### src/rtl/rob_pkg.sv
// Shared ROB types and sizing for the completion tracker.
// Imported by every ROB-side block.
package rob_pkg;
  localparam int ROB_DEPTH = 32;
  localparam int ROB_ID_W  = 5;

  typedef logic [ROB_ID_W-1:0] rob_id_t;
  typedef logic [ROB_ID_W:0]   rob_cnt_t;

  function automatic rob_cnt_t rob_popcnt2(input logic [1:0] v);
    return rob_cnt_t'(v[0]) + rob_cnt_t'(v[1]);
  endfunction
endpackage

### src/rtl/rob_completion_tracker.sv
// In-order completion tracker for the 32-entry ROB.
// Two alloc slots, two writeback ports, two commit slots.
module rob_completion_tracker
  import rob_pkg::*;
(
  input  logic            cpu_clock_i,
  input  logic            cpu_rst_n_i,
  input  logic            flush_i,
  input  logic [1:0]      alloc_req_i,
  output logic            alloc_ready_o,
  output logic [4:0]      alloc_id0_o,
  output logic [4:0]      alloc_id1_o,
  input  logic            cmp0_valid_i,
  input  logic [4:0]      cmp0_rob_id_i,
  input  logic            cmp1_valid_i,
  input  logic [4:0]      cmp1_rob_id_i,
  output logic [1:0]      commit_valid_o,
  output logic [4:0]      commit_id0_o,
  output logic [4:0]      commit_id1_o,
  input  logic            commit_ready_i,
  output logic [5:0]      occupancy_o
);

  rob_id_t              head_q, head_d;
  rob_id_t              tail_q, tail_d;
  rob_cnt_t             count_q, count_d;
  logic [ROB_DEPTH-1:0] done_q, done_d;

  rob_id_t  head_p1, tail_p1;
  rob_id_t  off0, off1;
  rob_cnt_t n_alloc, n_commit;
  logic     alloc_ready, alloc_fire;
  logic     valid0, valid1;
  logic     live0, live1;

  assign head_p1 = head_q + rob_id_t'(1);
  assign tail_p1 = tail_q + rob_id_t'(1);

  assign alloc_ready = count_q <= rob_cnt_t'(ROB_DEPTH - 2);
  assign alloc_fire  = alloc_ready && (alloc_req_i != 2'b00) && !flush_i;
  assign n_alloc     = alloc_fire ? rob_popcnt2(alloc_req_i) : '0;

  assign valid0 = (count_q >= rob_cnt_t'(1)) && done_q[head_q];
  assign valid1 = valid0 && (count_q >= rob_cnt_t'(2)) && done_q[head_p1];

  assign n_commit = (commit_ready_i && !flush_i)
                  ? rob_popcnt2({valid1, valid0}) : '0;

  // An ID is live when its distance from head is below the count.
  assign off0  = cmp0_rob_id_i - head_q;
  assign off1  = cmp1_rob_id_i - head_q;
  assign live0 = {1'b0, off0} < count_q;
  assign live1 = {1'b0, off1} < count_q;

  always_comb begin
    head_d  = head_q;
    tail_d  = tail_q;
    count_d = count_q;
    done_d  = done_q;
    if (flush_i) begin
      head_d  = '0;
      tail_d  = '0;
      count_d = '0;
      done_d  = '0;
    end else begin
      if (cmp0_valid_i && live0) done_d[cmp0_rob_id_i] = 1'b1;
      if (cmp1_valid_i && live1) done_d[cmp1_rob_id_i] = 1'b1;
      if (alloc_fire) begin
        done_d[tail_q] = 1'b0;
        if (n_alloc == rob_cnt_t'(2)) done_d[tail_p1] = 1'b0;
      end
      tail_d  = tail_q + n_alloc[ROB_ID_W-1:0];
      head_d  = head_q + n_commit[ROB_ID_W-1:0];
      count_d = count_q + n_alloc - n_commit;
    end
  end

  always_ff @(posedge cpu_clock_i) begin
    if (!cpu_rst_n_i) begin
      head_q  <= '0;
      tail_q  <= '0;
      count_q <= '0;
      done_q  <= '0;
    end else begin
      head_q  <= head_d;
      tail_q  <= tail_d;
      count_q <= count_d;
      done_q  <= done_d;
    end
  end

  assign alloc_ready_o  = alloc_ready;
  assign alloc_id0_o    = tail_q;
  assign alloc_id1_o    = tail_p1;
  assign commit_valid_o = {valid1, valid0};
  assign commit_id0_o   = head_q;
  assign commit_id1_o   = head_p1;
  assign occupancy_o    = count_q;

endmodule

### config.mk
export PLATFORM = sky130hd
export DESIGN_NAME = rob_completion_tracker
export DESIGN_NICKNAME = d
export VERILOG_FILES = /design/src/rtl/rob_pkg.sv /design/src/rtl/rob_completion_tracker.sv
export SDC_FILE = /design/constraint.sdc
export NUM_CORES = 1
export LEC_CHECK = 0
export CORE_UTILIZATION = 50
export DETAILED_ROUTE_END_ITERATION = 10
export GPL_ROUTABILITY_DRIVEN = 1
export PLACE_DENSITY = 0.78
export SKIP_LAST_GASP = 1
export SYNTH_ARGS = -nofsm -noshare
export SYNTH_HDL_FRONTEND = slang
export SYNTH_SLANG_ARGS = --single-unit
### constraint.sdc
create_clock -name cpu_clock_i -period 4 [get_ports cpu_clock_i]
set_clock_uncertainty 0.1 [all_clocks]
set_input_delay 0.6 -clock cpu_clock_i [delete_from_list [all_inputs] [get_ports cpu_clock_i]]
set_output_delay 0.6 -clock cpu_clock_i [all_outputs]
set_load 0.005 [all_outputs]
======== After elaboration in Yosys (flattened, before gate mapping) ========
Cells that the tools add are included.
storage, ports and cells
  input bits .............................. 18
  bits in registers ....................... 48
  logic and storage cells ................. 72
  output and inout port bits .............. 29
cells by class
  $add $sub $neg .......................... 10
  eq/ne operators ......................... 1
  bitwise gates (word level) .............. 7
  reduce and logical (&&, ||, !) cells .... 15
  mux-type cells .......................... 20
  magnitude comparators ................... 15
operators with widths
  kind                   count
  $mux W32               6
  $and A32 B32 Y32       2
  $not A32 Y32           2
  $or A32 B32 Y32        2
  $lt A5 B6 Y1 const B   6
  $demux W1 S5           4
  $ge A5 B1 Y1 const B   4
  $logic_and A1 B1 Y1    12
  $lt A5 B6 Y1           2
  $add A5 B1 Y5 const B  2
  $add A5 B2 Y5          2
  $bmux W1 S5            2
  $sub A5 B5 Y5          2
  $add A6 B2 Y6          1
  $ge A6 B1 Y1 const B   1
  $ge A6 B2 Y1 const B   1
  $le A6 B5 Y1 const B   1
  $mux W1                6
  $sub A6 B2 Y6          1
  $add A1 B1 Y2          2
  $mux W2                2
  $eq A2 B2 Y1 const B   1
  $reduce_bool A2 Y1     1
  $reduce_or A2 Y1       1
  2 further kinds        2

======== Longest topological paths before layout ========
  depth in word-level cells ............... 14
  depth in mapped cells ................... 18
  gate-level depth less buffers ........... 17

======== Worst setup path after synthesis ========
Ideal clock, no wire load.
  kind .................................... register to register
  start point ............................. register head_q[1], in the netlist commit_id0_o[1]
  end point ............................... register count_q[4], in the netlist occupancy_o[4]
  data arrival time ....................... 3.915 ns
  path buffers ............................ 1
  setup time .............................. 0.071 ns
  required time ........................... 3.829 ns
  clock period less this slack ............ 4.086 ns
  slack ................................... -0.086 ns
  stages on the path, launching flop included .. 17
  path through ............................ dfxtp_1 > ha_1 > clkbuf_1 > mux4_2 > nor3_1 > a31oi_1 > o2111a_1 > ha_1 > nand3b_1 > inv_1 > fa_1 > inv_1 > fa_1 > a21oi_1 > nor2_1 > or3_1 > a21oi_1
RTL lines
  item                           line                          text
  start, declared                rob_completion_tracker.sv:24  rob_id_t head_q, head_d;
  start signal, assigned         rob_completion_tracker.sv:80  head_q <= '0;
  start signal, assigned         rob_completion_tracker.sv:85  head_q <= head_d;
  $add A5 B1 Y5                  rob_completion_tracker.sv:36  assign head_p1 = head_q + rob_id_t'(1);
  via commit_id1_o[1]            rob_completion_tracker.sv:19  output logic [4:0] commit_id1_o,
  $bmux W1 S5                    rob_completion_tracker.sv:44  assign valid1 = valid0 && (count_q >= rob_cnt_t'(2)) && done_q[head_p1];
  $mux W1 (implied by the code)  rob_completion_tracker.sv:44
  $logic_and A1 B1 Y1            rob_completion_tracker.sv:44
  via valid1                     rob_completion_tracker.sv:33  logic valid0, valid1;
  $add A1 B1 Y2                  rob_pkg.sv:11                 return rob_cnt_t'(v[0]) + rob_cnt_t'(v[1]);
  $mux W2                        rob_completion_tracker.sv:47  ? rob_popcnt2({valid1, valid0}) : '0;
  $sub A6 B2 Y6                  rob_completion_tracker.sv:74  count_d = count_q + n_alloc - n_commit;
  end signal, assigned           rob_completion_tracker.sv:87  count_q <= count_d;
  end, declared                  rob_completion_tracker.sv:26  rob_cnt_t count_q, count_d;
The timed path passes the listed nets, and every way through them passes these cells. The select of a mux whose other input is x is not followed.
A chain may end at the register's enable or synchronous reset.

======== Final worst setup path ========
  start point ............................. register head_q[1], in the netlist commit_id0_o[1]
  end point ............................... register count_q[4], in the netlist occupancy_o[4]
on the way
  longest elaborated chain between the ends .. 8
RTL lines
  item                                                   line
  branches (longest 5 deep; another with $add A5 B1 Y5)  -
  $add A1 B1 Y2 (*)                                      rob_pkg.sv:11
  $mux W2 (*)                                            rob_completion_tracker.sv:47
  $sub A6 B2 Y6 (*)                                      rob_completion_tracker.sv:74
Mark *: on every way between the ends. The select of a mux whose other input is x is not followed.

==> run_results.csv <==
group,metric,value,unit
run_status,status,"completed",
final_layout,drive_above_1_share,13.1,%
power_and_ir_drop,ir_worst_vdd,0.167,mV
sta,finalMaxSlewViolations,0,
final_layout,final_cell_area,5360,um2
yosys,synth.distinct_cells,64,
worst_hold_path,worstHoldStart,"done_q[2]",
global_route,grt-ovfl-total,0,
global_route,grt_pass1_wl,23.2,mm
worst_hold_path,min_path_type,"reg -> reg",
sta,relSlewSlack,45.0,%
global_route,grt_start_max_net_pins,26,
setup_path,start_kind,"flip-flop",
floorplan,num_io_pins,47,
sta,period_share,96.5,%
sta,fmax,259,MHz
floorplan,start_util,51.6,%
cts,cts_tree,"built",
cts,cts-root-buf,"clkbuf_8",
sta,hold_viol_final,0,
cts,h-tree-depth,2,
final_layout,n_fill_cell,785,
floorplan,die_h,96.7,um
yosys,ys_ff_latch,48,
sta,period_minus_slack,3.86,ns
power_and_ir_drop,p_leak,1.90,nW
sta,setup_ws,0.141,ns
power_and_ir_drop,powerDensity,226,nW/um2
power_and_ir_drop,seqPwrFrac,41.4,%
power_and_ir_drop,clkPwrFrac,26.3,%
yosys,ys.flop_type,"dfxtp_1",
power_and_ir_drop,power.internal,0.776,mW
yosys,ys_seq_area_share,21.4,%
cts,cts.path.max_buffers,2,
place,place_ws,-0.0175,ns
routing,drt-pass1-iter-count,5,
routing,antenna_left,0,
yosys,synth-edff-count,0,
final_layout,final_nets,656,
floorplan,coreArea,8680,um2
setup_path,worstSetupPathType,"reg -> reg",
sta,tightestPinTransition,0.825,ns
floorplan,die_x,96.7,um
yosys,synth_nets,599,
routing,routed_via_density,6.51,
floorplan,rows,34,
job,drv_cap,0,
power_and_ir_drop,switching_share,35.8,%
routing,drtIter0Drc,390,
cts,hold_buffers,0,
power_and_ir_drop,pwr-share-comb,32.4,%
routing,vias,4573,
power_and_ir_drop,power.switching,0.434,mW
yosys,synthCells,536,
sta,holdWs,0.450,ns
sta,setup_viol,0,
setup_path,path_max_fanout,6,
floorplan,die_area,9350,um2
setup_path,r2r_start,"commit_id0_o[1]",
sta,setup-tns-final,0,ns
yosys,ys_warn_count,0,
place,place_hpwl,11.4,mm
cts,cts.sink_count,48,
yosys,async_reset_ff_share,0,%
routing,drcViolationCount,0,
place,place_area,5200,um2
final_layout,synthToLayoutAreaGrowth,19.5,%
place,gp_congestion,0.954,
final_layout,register_area,968,um2
routing,wl,14.4,mm
cts,path_clk_slew,0.10,ns
global_route,grt_pass1_vias,4425,
place,port_buffers,46,
final_layout,n_antenna_cell,0,
setup_path,crit_arrival,4.01,ns
setup_path,required,4.15,ns
setup_path,startpoint,"commit_id0_o[1]",
power_and_ir_drop,totalPowerFinal,1.21,mW
sta,rsz0062_at_grt,"no",
final_layout,final_cell_mix,"48 x a21oi_1, 46 x clkdlybuf4s50_1, 44 x dfxtp_1, 40 x inv_1",
global_route,grt_usage,30.5,%
cts,cts_buffers,5,
final_layout,multiInputGateArea,3240,um2
final_layout,mostFrequentLayoutCell,"a21oi_1",
yosys,syn_area,4480,um2
setup_path,cp-end-kind,"flip-flop",
global_route,antenna_found_initial,0,
cts,insertion_delay,0.31,ns
routing,routedWlPerCell,20.5,um
yosys,avgSynthCellArea,8.36,um2
-- sequential cells by signal, indices dropped and copies added (netlist names) --
name	flops
alloc_id0_o	5
commit_id0_o	5
done_q	32
occupancy_o	6
-- metrics by stage --
stage          instances  utilization [%]
2_1_floorplan        536                -
3_3_place_gp         693             59.9
3_5_place_dp         693             59.9
4_1_cts              701             61.0
5_1_grt              702             61.7
6_report             702             61.7
-- routing by layer --
layer,track usage [%],up-vias,part of all wire [%]
met3,3.83,18,5.8
met4,6.43,0,0.98
met2,51.8,205,48
li1,-,2131,-
met1,41.3,2219,45
met5,0,-,0
-- Yosys cell counts, types with 5 or more instances --
library cell	count	area, um2
nor3_1	7	35.0
nor2_1	23	86.3
and2_1	11	68.8
buf_2	7	35.0
and3_1	5	31.3
o221ai_1	9	78.8
a21o_1	6	45.0
ha_1	39	488
inv_1	40	150
xor2_1	5	43.8
a31oi_1	11	68.8
dfxtp_1	48	961
nor2b_1	9	56.3
mux2i_1	13	130
fa_1	6	120
a211oi_1	21	158
nand2b_1	5	31.3
nor3b_1	6	45.0
o2111ai_1	6	52.6
o22ai_1	8	50.1
nand3_1	38	190
nand4_1	5	31.3
xnor2_1	17	149
a221oi_1	11	96.3
mux4_2	10	225
o21ai_0	8	40.0
clkbuf_1	18	67.6
o32ai_1	5	43.8
a21oi_1	49	245
nand2_1	30	113
-- path summary, 6_finish.rpt --
path / to / cells after the start / slack, ns
hold / removal: done_q[2] / 2 / 0.45
hold reg to reg: done_q[2] / 2 / 0.45
setup reg to reg: occupancy_o[4] / 16 / 0.14
setup / recovery: occupancy_o[4] / 16 / 0.14
-- area by class of cell --
class / instances / share of cell area [%]
multi-input combinational: 414 / 60.6
sequential: 48 / 18.1
timing repair buffer: 83 / 14.1
inverter: 41 / 2.97
tap: 108 / 2.52
clock buffer: 5 / 1.28
clock inverter: 3 / 0.491
-- critical path, cell delays in order, from the launching register on --
cell and delay [ns]:
dfxtp_4 0.38, buf_6 0.14, mux4_2 0.49, a2bb2oi_1 0.15
nand4_1 0.10, nand4_1 0.16, o21a_1 0.19, ha_1 0.29
and3b_1 0.22, ha_1 0.28, inv_1 0.04, ha_1 0.20
fa_2 0.36, a21oi_1 0.17, nor2_1 0.07, or3_1 0.31
a21oi_1 0.14
-- cells by family after synthesis --
kind of cell	after synthesis	synth area share, %
AOI/OAI and AO/OA	164	26.4
and+or+nand+nor	158	18.8
buffers and inverters	74	7.09
DFF	48	21.4
adders and majority gates	46	13.8
muxes	24	8.18
xor gates and xnor gates	22	4.30
-- power by group through the flow --
stage | Combinational, mW | Clock, mW | Sequential (mW)
final | 0.391 | 0.318 | 0.501
after global routing | 0.419 | 0.338 | 0.503
after CTS | 0.377 | 0.321 | 0.501
after detailed placement | 0.376 | 0 | 0.512
after global placement | 0.363 | 0 | 0.512
after floorplan | 0.237 | 0 | 0.507
-- what timing repair did --
| item | CTS | global route |
|---|---|---|
| buffers inserted | 0 | 1 |
| setup endpoints to repair | 0 | 3 |
| gates resized for setup | 0 | 12 |
(Power assumes the default switching activity.)
